$ cat src/rtl/cpu_irq_sequencer.sv
`default_nettype none
// ============================================================================
// Module      : cpu_irq_sequencer
// Description : Interrupt entry and MRET exit sequencing for the 5-stage CPU.
//               Selects a fixed-priority IRQ, waits for a squashable Execute
//               instruction, then flushes and redirects to the vector.
// Revision    : 1.0 - initial release
// ============================================================================
module cpu_irq_sequencer #(
    parameter int                NUM_IRQ  = 8,
    parameter int                PC_W     = 32,
    parameter logic [PC_W-1:0]   VEC_BASE = PC_W'(32'h0000_0100)
) (
    input  logic                 clk,
    input  logic                 rst,
    input  logic [NUM_IRQ-1:0]   irq_req,
    input  logic [NUM_IRQ-1:0]   irq_en,
    input  logic                 glb_irq_en,
    input  logic                 e_valid,
    input  logic [PC_W-1:0]      e_pc,
    input  logic                 e_is_mret,
    input  logic                 pc_src,
    input  logic                 hzd_stall,
    output logic                 irq_flush,
    output logic                 irq_pc_load,
    output logic [PC_W-1:0]      irq_pc_val,
    output logic [NUM_IRQ-1:0]   irq_ack,
    output logic                 irq_active,
    output logic [4:0]           irq_id,
    output logic [PC_W-1:0]      epc
);

    localparam logic [1:0] S_IDLE      = 2'd0;
    localparam logic [1:0] S_WAIT_SAFE = 2'd1;
    localparam logic [1:0] S_IN_ISR    = 2'd2;

    logic [1:0]          r_state_q,      w_state_d;
    logic [4:0]          r_irq_id_q,     w_irq_id_d;
    logic [PC_W-1:0]     r_epc_q,        w_epc_d;
    logic                r_irq_active_q, w_irq_active_d;

    logic [NUM_IRQ-1:0]  w_pending;
    logic [NUM_IRQ-1:0]  w_id_onehot;
    logic [4:0]          w_sel;
    logic                w_safe;
    logic                w_cur_ok;
    logic                w_mret_go;

    // Fixed priority: the lowest pending index wins.
    always_comb begin
        w_pending = irq_req & irq_en;
        w_sel     = '0;
        for (int i = NUM_IRQ - 1; i >= 0; i--) begin
            if (w_pending[i]) begin
                w_sel = 5'(i);
            end
        end
        w_id_onehot = '0;
        for (int i = 0; i < NUM_IRQ; i++) begin
            w_id_onehot[i] = (r_irq_id_q == 5'(i));
        end
    end

    assign w_safe    = e_valid & ~pc_src & ~hzd_stall;
    assign w_cur_ok  = glb_irq_en & (|(w_id_onehot & w_pending));
    assign w_mret_go = e_valid & e_is_mret & ~hzd_stall;

    always_comb begin
        w_state_d      = r_state_q;
        w_irq_id_d     = r_irq_id_q;
        w_epc_d        = r_epc_q;
        w_irq_active_d = r_irq_active_q;
        irq_flush      = 1'b0;
        irq_pc_load    = 1'b0;
        irq_pc_val     = '0;
        irq_ack        = '0;
        case (r_state_q)
            S_IDLE: begin
                if (glb_irq_en && (|w_pending)) begin
                    w_irq_id_d = w_sel;
                    w_state_d  = S_WAIT_SAFE;
                end
            end
            S_WAIT_SAFE: begin
                // A request that vanished before entry is dropped silently.
                if (!w_cur_ok) begin
                    w_state_d = S_IDLE;
                end else if (w_safe) begin
                    irq_flush      = 1'b1;
                    irq_pc_load    = 1'b1;
                    irq_pc_val     = VEC_BASE + PC_W'({r_irq_id_q, 2'b00});
                    irq_ack        = w_id_onehot;
                    w_epc_d        = e_pc;
                    w_irq_active_d = 1'b1;
                    w_state_d      = S_IN_ISR;
                end
            end
            S_IN_ISR: begin
                if (w_mret_go) begin
                    irq_flush      = 1'b1;
                    irq_pc_load    = 1'b1;
                    irq_pc_val     = r_epc_q;
                    w_irq_active_d = 1'b0;
                    w_state_d      = S_IDLE;
                end
            end
            default: begin
                w_irq_active_d = 1'b0;
                w_state_d      = S_IDLE;
            end
        endcase
    end

    always_ff @(posedge clk) begin
        if (rst) begin
            r_state_q      <= S_IDLE;
            r_irq_id_q     <= '0;
            r_epc_q        <= '0;
            r_irq_active_q <= 1'b0;
        end else begin
            r_state_q      <= w_state_d;
            r_irq_id_q     <= w_irq_id_d;
            r_epc_q        <= w_epc_d;
            r_irq_active_q <= w_irq_active_d;
        end
    end

    assign irq_active = r_irq_active_q;
    assign irq_id     = r_irq_id_q;
    assign epc        = r_epc_q;

endmodule
`default_nettype wire

$ cat config.mk
export PLATFORM = sky130hd
export DESIGN_NAME = cpu_irq_sequencer
export DESIGN_NICKNAME = d
export VERILOG_FILES = /design/src/rtl/cpu_irq_sequencer.sv
export SDC_FILE = /design/constraint.sdc
export NUM_CORES = 1
export LEC_CHECK = 0
export ABC_AREA = 1
export CAP_MARGIN = 15
export CORE_UTILIZATION = 39
export DETAILED_ROUTE_END_ITERATION = 7
export HOLD_SLACK_MARGIN = 0.02
export PLACE_DENSITY = 0.86
export SYNTH_ARGS = -nofsm -noshare
export SYNTH_HDL_FRONTEND = slang
export SYNTH_SLANG_ARGS = --single-unit
$ cat constraint.sdc
create_clock -name clk -period 2.96 [get_ports clk]
set_input_delay 0.296 -clock clk [delete_from_list [all_inputs] [get_ports clk]]
set_output_delay 0.296 -clock clk [all_outputs]
set_load 0.005 [all_outputs]
-- Word-level counts from Yosys, hierarchy flattened
Cells that the tools add are included.
W data, S select, Z words.
- output and inout bits: 80
- flip-flop bits (word level): 40
- bits of input ports: 55
- logic and storage cells: 66
- equal/unequal tests: 14
- bitwise logic cells: 10
- mux-type cells: 28
- reductions and logical operators: 9
- add/sub/neg operators: 1
- operators with widths (cell ; count):
    $pmux W32 S2 ; 1
    $mux W5 ; 7
    $mux W32 ; 1
    $mux W8 ; 3
    $eq A5 B3 Y1 const B ; 4
    $mux W10 ; 2
    $and A8 B8 Y8 ; 2
    $reduce_or A8 Y1 ; 2
    $add A9 B7 Y10 const A ; 1
    $eq A5 B2 Y1 const B ; 2
    $mux W2 ; 4
    $ne A2 B2 Y1 const B ; 4
    $mux W1 ; 6
    $pmux W2 S3 ; 1
    $reduce_and A3 Y1 ; 2
    $and A1 B1 Y1 ; 5
    $eq A5 B1 Y1 const B ; 1
    $logic_not A5 Y1 ; 1
    $reduce_and A4 Y1 ; 1
    $mux W3 ; 1
    $ne A3 B3 Y1 const B ; 1
    $not A1 Y1 ; 3
    $pmux W1 S3 ; 1
    $eq A2 B1 Y1 const B ; 1
    other kinds (5) ; 5

-- Depth between registers and ports, before layout
Gate-level depths: netlist of the first run.
- word-level depth: 9
- mapped depth: 12
- gate-level depth less buffers: 10

-- Worst setup path after synthesis of the first run
OpenSTA, ideal clock, no wires.
- path type: register to output
- from: reg r_state_q[1]
- to: out irq_pc_load
- data required time: 2664 ps
- setup slack: 1082 ps
- path buffers: 2
- data arrival time: 1582 ps
- stages on the path, launching flop included: 9
- cell sequence: dfxtp_1 -> inv_1 -> ha_1 -> inv_1 -> nor2_1 -> nand2_1 -> clkbuf_1 -> a21oi_1 -> buf_4
- longest elaborated chain between the ends: 2
- elaborated cells between the ends (all ways): 3
- classes of those cells: 2 x eq/ne; 1 x mux
- RTL lines (element ; line ; text):
    start, declared ; 37 ; logic [1:0] r_state_q, w_state_d;
    start signal, assigned ; 121 ; r_state_q <= w_state_d;
    $eq A2 B2 Y1 or $eq A2 B1 Y1 (tied branches) ; - ;
    $pmux W1 S2 (*) ; - ;
    end, declared ; 25 ; output logic irq_pc_load,
Mark *: on every way between the ends. The rest lies on a longest branch, timed or not.

-- Worst setup path after layout of the first run
- from: reg r_irq_id_q[0], in the netlist irq_id[0]
- to: out irq_pc_val[2]
- longest elaborated chain between the ends: 6
- elaborated cells between the ends (all ways): 15
- classes of those cells: 1 x add/sub; 7 x eq/ne; 3 x mux; 2 x bitwise; 2 x reduce/logical
- RTL lines (element ; line ; text):
    start, declared ; 38 ; logic [4:0] r_irq_id_q, w_irq_id_d;
    start signal, assigned ; 122 ; r_irq_id_q <= w_irq_id_d;
    parallel branches: the longest is 4 deep, another holds $add A9 B7 Y10 ; - ;
    $mux W10 (*) ; 86 ; if (!w_cur_ok) begin
    $pmux W32 S2 (*) ; 77 ; case (r_state_q)
    end, declared ; 26 ; output logic [PC_W-1:0] irq_pc_val,
Every way passes the cells marked *.

==> results of run 1 <==
sequential cells by signal, indices dropped and copies added (netlist names):
name        cells
r_state_q       2
irq_active      1
irq_id          3
epc            32
final timing paths:
| check | end | slack [ns] | cells after the start |
|---|---|---|---|
| worst max-delay path | irq_pc_val[2] | 0.10 | 10 |
| worst min-delay path | irq_active | 0.46 | 2 |
| worst max register to register | epc[23] | 1.11 | 10 |
| worst min register to register | irq_active | 0.46 | 2 |
critical path: cells and delay by family (launching register included):
family / cells / cell delay (ns)
flops: 1 / 0.45
simple gates: 6 / 0.61
compound gates: 2 / 0.40
buf+inv: 2 / 0.80
per-stage QoR:
stage / instance area [um^2] / hold slack, ns / instances
floorplan: 2110 / 0.444 / 338
global placement: 3450 / 0.436 / 524
detailed placement: 3450 / 0.450 / 524
CTS: 3550 / 0.462 / 532
global route: 3550 / 0.495 / 532
finish: 3550 / 0.457 / 532
placed cells by master, fill, tap and decap left out, drive strengths merged:
cell and instances:
clkdlybuf4s50 132, nand2 92, nand3 49, a21oi 44, nor2 44, dfxtp 38, inv 28, buf 9
clkbuf 6, nor3 5, o21ai 5, ha 3, conb 2, nand3b 1, a31oi 1, a211oi 1
clkinv 1, clkinvlp 1
Yosys cell counts (2+ instances only):
library cell / count
inv_1: 27
buf_4: 7
nand2_1: 92
ha_1: 3
nor2_1: 42
dfxtp_1: 38
buf_1: 2
a21oi_1: 43
buf_6: 3
nor2_2: 2
clkbuf_1: 12
o21ai_0: 5
nor3_1: 5
nand3_1: 49
repair_timing:
action	4_1_cts	5_1_grt
gates resized for setup	0	2
setup endpoints to repair	0	2
hold endpoints to repair	0	0
final cells by class:
type,instances,area [um^2]
clock buffer,6,82.6
clock inverter,2,12.5
fill,483,1590
inverter,28,105
multi-input combinational,247,1110
sequential,38,762
tap,70,87.6
timing repair buffer,141,1390
power groups by stage:
stage                     Sequential, W  Clock [W]  Combinational (W)
after floorplan                0.000540          0           0.000115
after global placement         0.000544          0           0.000218
after detailed placement       0.000545          0           0.000223
after CTS                      0.000532   0.000382           0.000225
after global routing           0.000534   0.000406           0.000246
final                          0.000533   0.000374           0.000226
kinds of logic (layout without fill, tap and decap cells):
family / Yosys count / after routing / share of synthesized area [%]
DFF: 38 / 38 / 36.1
and+or+nand+nor: 191 / 191 / 37.6
adders and majority gates: 3 / 3 / 1.78
AOI/OAI and AO/OA: 51 / 51 / 12.5
buffers and inverters: 53 / 177 / 11.8
other: 1 / 2 / 0.178
per-layer routing:
metal	global-route usage, %	vias to the layer above	routed length (um)
li1	-	1315	-
met1	27.6	1180	2640
met2	45.3	107	3770
met3	5.56	13	549
met4	10.1	0	130
met5	0	-	0
==> flow_summary.toml, run 1 <==
[pwr]
p_sw_w = 0.000317
swShare_pct = 27.9
internal_power_w = 0.000817
cellLeakagePower_nw = 1.27
seqPwrFrac_pct = 47.0
total_power_w = 0.00113
power_frac_comb_pct = 19.9
ir_drop_uv = 256
p_per_area_mw_per_mm2 = 319
p_clk_share_pct = 33.0

[setup_path]
crit_fanout = 20
cp_slowest_stage_delay_ns = 0.54
crit_chain = "nand2_1 -> nor2_1 -> nand2_1 -> nand2_1 -> nor2_1 -> a21oi_4 -> buf_4 -> nand3_1 -> a21oi_1 -> clkdlybuf4s50_1"
crit_path_frequent_cell = "nand2_1"
worstSetupStartpointType = "flip-flop"
setup.worst_path.class = "flip-flop to primary output"
arrival_ns = 2.56
cp_slowest_cell = "clkdlybuf4s50_1"
r2r-start = "irq_id[0]"
critPathLaunch = "irq_id[0]"
crit_path_end_kind = "primary output"
cp.required_ns = 2.66

[global_routing]
antenna_found_initial = 0
grt_pass1_vias = 2454
grt_max_degree = 32
gr-total-overflow = 0
grt_pass1_wl_um = 10700
grt_usage_pct = 24.7

[synth]
syn-cell-area_mm2 = 0.00211
yosysTopAreaCellShare_pct = 36.1
syn_inst = 337
yosys_most_used_dff = "dfxtp_1"
yosysTopAreaCell = "dfxtp_1"
synthArstFlopShare_pct = 0
ys_seq_area_share_pct = 36.1
avgSynthCellArea_um2 = 6.25
synth_area_leaders = "dfxtp_1, nand2_1, nand3_1"
synth_edf_count = 0
synth_warnings = 0
ys_types = 21
ys_ff_latch = 38

[sta]
fin_crit_ns = 2.86
hold_viol = 0
min_period_over_period_pct = 96.5
finalSetupViolations = 0
rsz0062_at_grt = "no"
max_freq_ghz = 0.350
worst_slack_ns = 0.105
finClkSkew_ns = 0.00324
maxSlewViolCount = 0
setup-tns-final_ns = 0

[floorplan]
start_util_pct = 41.0
fp-row-count = 26
pin_count = 135
core-area_mm2 = 0.00514
die_h_um = 75.5
die_x_um = 75.5
dieArea_mm2 = 0.00570

[cts]
cts_tree = "done"
post_cts_buffers = 0
clk_latency_ns = 0.29
cts.htree.levels = 2
path_clk_slew_ns = 0.08
hold_buffers = 0
clock_path_buffers = 2
root_buffer = "clkbuf_8"
numClockSinks = 38
numCtsBuffers = 5

[placed_design]
place_ws_ns = 0.257
dp_hpwl_um = 5540
portBuffers = 132
routabilityCongestion = 0.902

[drt]
drc = 0
drt-wirelength-per-cell_um = 13.3
vias_per_cell = 4.92
num_vias = 2615
wl_um = 7090
first_pass_iters = 4
first_iter_violations = 131
antenna_left = 0

[worst_hold_path]
min_path_type = "flip-flop to flip-flop"
hp-start = "irq_active"

[cells_and_area]
drive_above_1_share_pct = 5.19
utilization_pct = 69.1
diodes = 0
nets = 519
area_growth_pct = 68.6

[run]
maxCapViolations = 0

[status]
status = "complete, no violations"
(Power assumes the default switching activity.)
==> inputs of run 2 (changes only) <==
--- a/config.mk
+++ b/config.mk
@@ -7,6 +7,7 @@
 export LEC_CHECK = 0
 export ABC_AREA = 1
 export CAP_MARGIN = 15
+export CORE_MARGIN = 1
 export CORE_UTILIZATION = 39
 export DETAILED_ROUTE_END_ITERATION = 7
 export HOLD_SLACK_MARGIN = 0.02
==> results of run 2 <==
The final DEF is identical to that of run 1; final timing and power are the same.
